### src/rtl/muldiv_seq.sv
`default_nettype none
// ============================================================================
// Module   : muldiv_seq
// Purpose  : Control sequencer for an iterative RV32M multiply/divide datapath.
// Revision : 1.0
// ============================================================================
module muldiv_seq (
    input  logic        i_clk,
    input  logic        i_reset,
    input  logic        i_req_valid,
    output logic        o_req_ready,
    input  logic [2:0]  i_funct3,
    input  logic [31:0] i_op1,
    input  logic [31:0] i_op2,
    input  logic        i_kill,
    output logic        o_on_wait,
    output logic        o_is_div,
    output logic        o_op1_signed,
    output logic        o_op2_signed,
    output logic        o_op2_lsb,
    output logic [1:0]  o_funct3,
    output logic [4:0]  o_iter,
    input  logic [63:0] i_mul,
    input  logic [31:0] i_div_q,
    input  logic [31:0] i_div_r,
    output logic        o_res_valid,
    input  logic        i_res_ready,
    output logic [31:0] o_result,
    output logic        o_busy
);

    typedef enum logic [1:0] {
        S_IDLE = 2'd0,
        S_INIT = 2'd1,
        S_RUN  = 2'd2,
        S_DONE = 2'd3
    } state_t;

    state_t      r_state;
    logic [2:0]  r_funct3;
    logic        r_op1_signed;
    logic        r_op2_signed;
    logic [31:0] r_op2_sr;
    logic [4:0]  r_iter;
    logic [31:0] r_result;

    logic        w_accept;
    logic        w_div_zero;
    logic        w_div_ovf;
    logic [31:0] w_special_result;
    logic [31:0] w_final_result;

    assign o_req_ready = (r_state == S_IDLE) & ~i_kill & ~i_reset;
    assign w_accept    = i_req_valid & o_req_ready;

    // Corner cases whose result is fixed by the ISA and need no iterations
    assign w_div_zero = i_funct3[2] & (i_op2 == 32'd0);
    assign w_div_ovf  = i_funct3[2] & ~i_funct3[0]
                      & (i_op1 == 32'h8000_0000) & (i_op2 == 32'hFFFF_FFFF);

    always_comb begin
        w_special_result = 32'd0;
        if (w_div_zero)
            w_special_result = i_funct3[1] ? i_op1 : 32'hFFFF_FFFF;
        else if (w_div_ovf)
            w_special_result = i_funct3[1] ? 32'd0 : 32'h8000_0000;
    end

    always_comb begin
        w_final_result = i_mul[63:32];
        if (r_funct3[2])
            w_final_result = r_funct3[1] ? i_div_r : i_div_q;
        else if (r_funct3[1:0] == 2'b00)
            w_final_result = i_mul[31:0];
    end

    always_ff @(posedge i_clk or posedge i_reset) begin
        if (i_reset) begin
            r_state      <= S_IDLE;
            r_funct3     <= 3'd0;
            r_op1_signed <= 1'b0;
            r_op2_signed <= 1'b0;
            r_op2_sr     <= 32'd0;
            r_iter       <= 5'd0;
            r_result     <= 32'd0;
        end else if (i_kill) begin
            r_state  <= S_IDLE;
            r_iter   <= 5'd0;
            r_result <= 32'd0;
        end else begin
            case (r_state)
                S_IDLE: begin
                    if (w_accept) begin
                        r_funct3     <= i_funct3;
                        r_op1_signed <= (i_funct3 == 3'b001) | (i_funct3 == 3'b010)
                                      | (i_funct3 == 3'b100) | (i_funct3 == 3'b110);
                        r_op2_signed <= (i_funct3 == 3'b001) | (i_funct3 == 3'b100)
                                      | (i_funct3 == 3'b110);
                        r_op2_sr     <= i_op2;
                        if (w_div_zero | w_div_ovf) begin
                            r_result <= w_special_result;
                            r_state  <= S_DONE;
                        end else begin
                            r_state  <= S_INIT;
                        end
                    end
                end
                S_INIT: begin
                    r_state <= S_RUN;
                end
                S_RUN: begin
                    r_op2_sr <= {1'b0, r_op2_sr[31:1]};
                    if (r_iter == 5'd31) begin
                        r_iter   <= 5'd0;
                        r_result <= w_final_result;
                        r_state  <= S_DONE;
                    end else begin
                        r_iter <= r_iter + 5'd1;
                    end
                end
                S_DONE: begin
                    if (i_res_ready) begin
                        r_result <= 32'd0;
                        r_state  <= S_IDLE;
                    end
                end
                default: begin
                    r_state <= S_IDLE;
                end
            endcase
        end
    end

    assign o_busy       = (r_state != S_IDLE);
    assign o_res_valid  = (r_state == S_DONE);
    assign o_result     = r_result;
    assign o_on_wait    = (r_state == S_RUN) & ~r_funct3[2];
    assign o_is_div     = ((r_state == S_INIT) | (r_state == S_RUN)) & r_funct3[2];
    assign o_iter       = r_iter;
    assign o_op2_lsb    = r_op2_sr[0];
    assign o_op1_signed = r_op1_signed;
    assign o_op2_signed = r_op2_signed;
    assign o_funct3     = r_funct3[1:0];

endmodule
`default_nettype wire

### config.mk
export PLATFORM = sky130hd
export DESIGN_NAME = muldiv_seq
export DESIGN_NICKNAME = d
export VERILOG_FILES = /design/src/rtl/muldiv_seq.sv
export SDC_FILE = /design/constraint.sdc
export NUM_CORES = 1
export LEC_CHECK = 0
export CAP_MARGIN = 30
export CORE_MARGIN = 10
export CORE_UTILIZATION = 35
export DETAILED_ROUTE_END_ITERATION = 6
export HOLD_SLACK_MARGIN = 0.02
export PLACE_DENSITY = 0.81
export SLEW_MARGIN = 20
export SYNTH_ARGS = -nofsm -noshare
export SYNTH_HDL_FRONTEND = slang
export SYNTH_SLANG_ARGS = --single-unit
### constraint.sdc
create_clock -name i_clk -period 2.2 [get_ports i_clk]
set_input_delay 0.44 -clock i_clk [delete_from_list [all_inputs] [get_ports i_clk]]
set_output_delay 0.44 -clock i_clk [all_outputs]
set_load 0.03 [all_outputs]
==> results.md, run 1 <==
* CP startpoint: i_op2[17]
* Crit-path max cell delay at between 500 and 600 ps
* Cell row count at 45
* Layout Cells excl Fill at approximately 1100
* Reg2reg setup slack at -10 ps
* Total power at around 7.6 mW
* Share of cells above drive strength 1 at between 20 and 25%
* Setup crit end kind: flip-flop
* Synth Area in Compound Gates at 15.01%
* Logic pwr share at between 40 and 50%
* FF-to-FF path depth at 11
* Adder-cell area share of the yosys netlist at between 1 and 1.5%
* Die Ht at roughly 140 um
* Slew headroom at 62.36%
* Min-delay src: i_op2[19]
* Total gr overflow at 0
* Post-synthesis mux area share at around a quarter
* Post-Synth Simple-Gate Area at between 10% and 20%
* Switching share of power at between 30% and 40%
* DRT antenna net count at 0
* Static Leak at roughly 3.9 nW
* I/O pins at between 200 and 250
* Drt pass-1 iters at 5
* Syn nets at roughly 770
* Hold Path Stages at 3
* DP Wirelength at between 15000 and 20000 um
* Fmax at ~450 MHz
* #FFs+latches synth at 76
* Worst Tran Pin Value at about 560 ps
* Internal power at 4.775 mW
* VDD IR-drop max at ~0.00046 V
* Failing checks: setup timing
* PD cells at 827.0 mW/mm^2
* Max Cap Viol at 0
* Core ar. at ~0.015 sq mm
* Reg2reg end: o_result[6]
* CP most frequent cell: buf_12
* Buffers on Ports at ~250
* Critical-path cell list: dlygate4sd2_1 -> or3_4 -> or4_4 -> nand2_4 -> o21a_4 -> buf_12 -> buf_12 -> mux2_4
* Die width at ~140 um
* GR Util All Layers at 20.71%
* Finish-stage setup viols at 9
* Longest Clk Path Bufs at 2
* CP Data Required Time at 2420 ps
* YS warnings at 0
* Tmin final at 2225 ps
* Final hold slack at 452.6 ps
* Avg Cell Area, Syn at between 9 and 10 sq um
* Vias in the first global route at just over 6000
* Status: finished, violations left
* Max Clock Skew at around 7 ps
* Largest family of logic cells by synthesized area: multiplexers
* CTS root buffer: clkbuf_16
* Post-synth EDFFs at 0
* Flop pwr share at a little over a quarter
* Synthesized cell area at about 0.0054 sq mm
* Cells after DPL at roughly 1000
* Period utilisation layout at 101.1%
* Crit-path slowest cell: or4_4
* CTS Hold Bufs at 0
* Top FF cell, synth: dfrtp_1
* Arrival time worst endpoint at 2450 ps
* Worst-path clk slew at 60 ps
* Cell variety after synth at between 50 and 60
* R2r startpoint: o_iter[1]
* DRC violations left at 0
* Via density at ~5.3
* Final wirelength at 21940 um
* HP Class: in -> reg
* Drt wl/cell at around 21 um
* Worst Setup EP: o_result[6]
* Nets at around 1100
* Cts bufs inserted at 9
* Clock share of power at 23.1%
* Post-Synth XOR/XNOR Area at less than 1%
* Final hold vios at 0
* Die area at between 0.02 and 0.025 sq mm
* DR vias at roughly 5600
* CP Launch Type: input port
* RePlAce Congestion at 0.8546
* Initial antenna violation count at 1
* Async set-reset flop share out of synthesis at 100.0%
* Fin. max-slew vios at 0
* Clock latency on the worst-skew pair at around 340 ps
* Area Growth Syn to Fin at 71.68%
* Net Sw Power at between 2 and 3 mW
* Starting DRC count in detailed routing at between 300 and 400
* Crit-path max FO at 8
* Syn Inst Count at 568
* Clock Sinks at 76
* Setup CP Type: in -> reg
* Final setup margin at -25.01 ps
* Largest net degree at the start of global routing at 77
* Seq/Total Area, Yosys at between 30% and 40%
* First-pass GRT wire length at roughly 33000 um
* # H-tree levels at 3
* RSZ-0062 raised after global routing: yes
* Initial core utilization at roughly 35%
* CTS tree: done
## flip-flops by register name, summed over array words and instances, names as in the netlist
| register | count |
|---|---|
| o_iter | 5 |
| o_op1_signed | 1 |
| o_op2_signed | 1 |
| o_result | 32 |
| r_funct3 | 3 |
| r_op2_sr | 32 |
| r_state | 2 |
## power by group through the flow
| stage | clock, mW | combinational (mW) | sequential, mW |
|---|---|---|---|
| 2_1_floorplan | 0 | 2.18 | 2.16 |
| 3_3_place_gp | 0 | 3.65 | 2.06 |
| 3_5_place_dp | 0 | 3.72 | 2.08 |
| 4_1_cts | 1.79 | 3.84 | 2.06 |
| 5_1_grt | 1.86 | 4.07 | 2.12 |
| 6_report | 1.76 | 3.77 | 2.07 |
## worst max-delay path, delay by kind of cell
family          cells  cell delay [ps]
simple gates        3             1060
buf+inv             3              500
mux                 1              300
compound gates      1              140
## stage by stage
stage	TNS [ps]	utilization (%)	worst slack, ps	cell area (sq um)
floorplan	-2469	-	-82.29	5361
global placement	-24900	57.21	-787.1	8632
detailed placement	-26200	57.21	-829.5	8632
CTS	-845.0	60.85	-52.08	9181
global route	-1347	60.87	-71.23	9185
finish	-153.3	60.87	-25.01	9185
## layer usage
| metal | vias up | wire (um) | track usage [%] |
|---|---|---|---|
| li1 | 2680 | - | - |
| met1 | 2679 | 9020 | 24.38 |
| met2 | 228 | 10570 | 34.85 |
| met3 | 32 | 1816 | 6.634 |
| met4 | 0 | 531 | 6.878 |
| met5 | - | 0 | 0 |
## worst min path at each step
stage                               to  slack (ps)
final                     r_op2_sr[19]         450
after global routing      r_op2_sr[19]         480
after CTS                 o_result[22]         510
after detailed placement  o_result[22]         490
after global placement    o_op1_signed         500
after floorplan           r_op2_sr[30]         490
## timing repair
item,4_1_cts,5_1_grt
cloned,1,0
buffers inserted,5,1
resized for setup,101,29
pin swaps,29,16
endpoints found under the setup margin,38,34
## cells in the mapped netlist (2+ instances only)
cell | number | share of area [%]
mux2_4 | 30 | 8.4
buf_4 | 2 | 0.28
dfrtp_1 | 76 | 36
o21ai_0 | 34 | 3.2
inv_1 | 6 | 0.42
buf_2 | 7 | 0.65
nand2_1 | 40 | 2.8
a21oi_1 | 49 | 4.6
clkbuf_1 | 26 | 1.8
nor4b_1 | 2 | 0.33
mux2i_1 | 67 | 13
nand4_1 | 11 | 1.3
buf_1 | 3 | 0.21
o211ai_1 | 20 | 2.8
a211o_1 | 11 | 1.8
mux2_1 | 20 | 4.2
a31oi_1 | 11 | 1.3
nor2_1 | 66 | 4.6
nor2b_1 | 17 | 2.0
buf_12 | 3 | 1.1
o21ai_1 | 3 | 0.28
and2_1 | 2 | 0.23
xnor2_1 | 2 | 0.33
nand3_1 | 2 | 0.19
nor3_1 | 5 | 0.47
ha_1 | 5 | 1.2
nor4_1 | 14 | 1.6
nor4_2 | 2 | 0.47
and3_1 | 2 | 0.23
or4b_1 | 2 | 0.37
mux2_2 | 6 | 1.3
## layout by cell type, fill, tap and decap left out, types with 28 or more instances in the layout
cell / n
buf_4: 78
mux2_4: 30
o21ai_0: 28
nor2_1: 65
dlygate4sd2_1: 51
a21oi_1: 47
mux2i_1: 67
clkdlybuf4s50_1: 180
nand2_1: 39
dfrtp_1: 72
## cells by family (layout without fill, tap and decap cells)
family	Yosys count	after routing
adders and majority gates	5	5
xor gates and xnor gates	2	2
DFF	76	76
muxes	123	123
and+or+nand+nor	177	177
buffers and inverters	51	362
AOI/OAI and AO/OA	134	134
other	0	1
## area by class of cell
| type | count | area [sq um] |
|---|---|---|
| flip-flops and latches | 76 | 1907 |
| multi-input cells | 441 | 3430 |
| well taps | 188 | 235.2 |
| clock inverters | 6 | 111.4 |
| clock buffers | 10 | 239.0 |
| fillers | 1282 | 5904 |
| repair buffers | 338 | 3227 |
| inverters | 8 | 33.78 |
| diodes | 1 | 2.502 |
No activity file was read; power rests on OpenSTA's default activity.
==> run 2: changes to the inputs <==
Settings changed: CELL_PAD_IN_SITES_DETAIL_PLACEMENT set to 0, CELL_PAD_IN_SITES_GLOBAL_PLACEMENT set to 1, CORE_UTILIZATION 35 to 28, GPL_ROUTABILITY_DRIVEN set to 1, GPL_TIMING_DRIVEN set to 0, PLACE_DENSITY 0.81 to 0.88.
==> run 2 against run 1 <==
Compared with the run above:
- the flow still finishes with violations (setup timing)
- critical path depth grew 3
- combinational power grew 3%
- sequential cell count stayed put
- cell count rose by 1.3%
- clock skew increased by 2.3 ps
- register-to-register slack got worse by 70 ps
- core utilization shrank 14 points
- worst hold slack better by 12 ps
==> results.md, run 2 (same netlist as run 1, synthesis figures left out) <==
* Post-Place Worst Slack at -1084 ps
* DRC violations left at 0
* Setup crit end kind: flip-flop
* Area Growth Syn to Fin at 64.97%
* Drt wl/cell at around 22 um
* Final setup margin at -83.48 ps
* DP Wirelength at approximately 19000 um
* # H-tree levels at 3
* Fin. max-slew vios at 0
* GR Util All Layers at 18.13%
* RePlAce Congestion at around 0.88
* Die area at between 0.02 and 0.03 sq mm
* Max Cap Viol at 0
* DRT antenna net count at 0
* Nets at between 1000 and 1500
* Final wirelength at approximately 24000 um
* VDD IR-drop max at ~0.00048 V
* Cts bufs inserted at 9
* PD cells at 834.8 mW/mm^2
* Share of cells above drive strength 1 at a little under a fifth
* Placed Area at just over 0.008 sq mm
* CTS tree: done
* Vias in the first global route at ~6000
* Commonest non-fill, non-tap cells in the layout: clkdlybuf4s50_1 (180), dfrtp_1 (73), mux2i_1 (67)
* Longest Clk Path Bufs at 2
* Period utilisation layout at 103.8%
* DR vias at 5551
* Crit-path max FO at 5
* ANT cells at 0
* Core ar. at 0.01877 sq mm
* Drt pass-1 iters at 4
* Final hold vios at 0
* Status: finished, violations left
* HP Class: in -> reg
* Finish-stage setup viols at 25
* Largest net degree at the start of global routing at 31
* First-pass GRT wire length at roughly 34000 um
* Slew headroom at 52.67%
* Clock latency on the worst-skew pair at approximately 350 ps
* Initial antenna violation count at 0
* Failing checks: setup timing
* I/O pins at approximately 250
* Starting DRC count in detailed routing at ~330
* Die Ht at approximately 160 um
* Setup CP Type: reg -> reg
* CP Launch Type: flip-flop
* Commonest non-fill, non-tap cell in the layout: clkdlybuf4s50_1
* Via density at a little over 5
* CTS root buffer: clkbuf_16
* Total gr overflow at 0
* Worst-path clk slew at around 60 ps
* Initial core utilization at about 29%
* Buffers on Ports at 246
* Cell row count at 50
* CP Data Required Time at between 2000 and 2500 ps
* Static Leak at 3.622 nW
* Tmin final at between 2000 and 2500 ps
* Max Clock Skew at 9.230 ps
* Worst Tran Pin Value at between 700 and 800 ps
* Die width at approximately 160 um
* Final Util at 47.03%
* Final instance area at 0.008826 sq mm
* Fmax at 437.9 MHz
* Arrival time worst endpoint at about 2500 ps
* Clock Sinks at 76
* RSZ-0062 raised after global routing: yes
-- run 2: worst max-delay path, cell delays in order, from the launching register on --
cell and delay (ps):
dfrtp_2 430, ha_4 170, and3_4 180, ha_4 160, nand2b_4 150, o21ai_4 60
a21oi_2 50, or2_1 230, o21a_4 150, buf_12 150, clkbuf_16 160, mux2_4 290
-- run 2: per-layer routing --
layer / vias up / track usage [%] / routed length (um)
met5: - / 0 / 0
met4: 0 / 4.720 / 358
met3: 22 / 6.214 / 2342
met2: 227 / 31.67 / 11930
met1: 2685 / 20.61 / 9040
li1: 2617 / - / -
-- run 2: path summary, 6_finish.rpt --
| kind | slack (ps) | cells past startpoint | startpoint | endpoint |
|---|---|---|---|---|
| min | 460 | 3 | i_op2[25] | r_op2_sr[25] |
| max reg2reg | -80 | 11 | o_iter[0] | o_result[17] |
| min reg2reg | 510 | 1 | o_op1_signed | o_op1_signed |
| max | -80 | 11 | o_iter[0] | o_result[17] |
| min in group asynchronous | 570 | 2 | i_reset | o_op1_signed |
| max in group asynchronous | 1080 | 3 | i_reset | r_op2_sr[18] |
-- run 2: where the power goes --
| group | switching [mW] | leakage, nW | internal, mW | total (mW) |
|---|---|---|---|---|
| clock network | 0.611 | 0.133 | 0.794 | 1.40 |
| logic | 2.08 | 2.55 | 1.83 | 3.90 |
| registers | 0.265 | 0.944 | 1.80 | 2.06 |
-- run 2: timing repair --
| action | in CTS | in global routing |
|---|---|---|
| pin swaps | 26 | 21 |
| endpoints found under the setup margin | 70 | 59 |
| gates cloned | 2 | 1 |
| hold buffers | 0 | 0 |
| endpoints found under the hold margin | 0 | 0 |
| buffers inserted | 14 | 3 |
| gates resized for setup | 145 | 71 |
-- run 2: final cells by class --
class | instances | area [sq um]
clock buffer | 12 | 246.5
buffer | 41 | 291.5
sequential | 76 | 1906
timing repair buffer | 266 | 2603
clock inverter | 4 | 26.28
inverter | 8 | 37.54
multi-input combinational | 441 | 3423
fill | 1859 | 9942
tap | 234 | 292.8
-- run 2: metrics by stage --
step           TNS, ps  hold WS, ps  power [mW]  cells
5_1_grt          -2626        476.8       7.809   1082
3_3_place_gp    -59640        487.7       5.689   1048
6_report         -1504        464.8       7.368   1082
3_5_place_dp    -43150        490.6       5.740   1050
2_1_floorplan    -2469        494.9       4.337    568
4_1_cts          -1802        509.4       7.367   1080
==> run 3: changes to the inputs <==
Settings changed: CTS_CLUSTER_DIAMETER set to 80.
==> results of run 3 <==
Same layout as run 2: the final DEF is identical, and so are final timing and power.
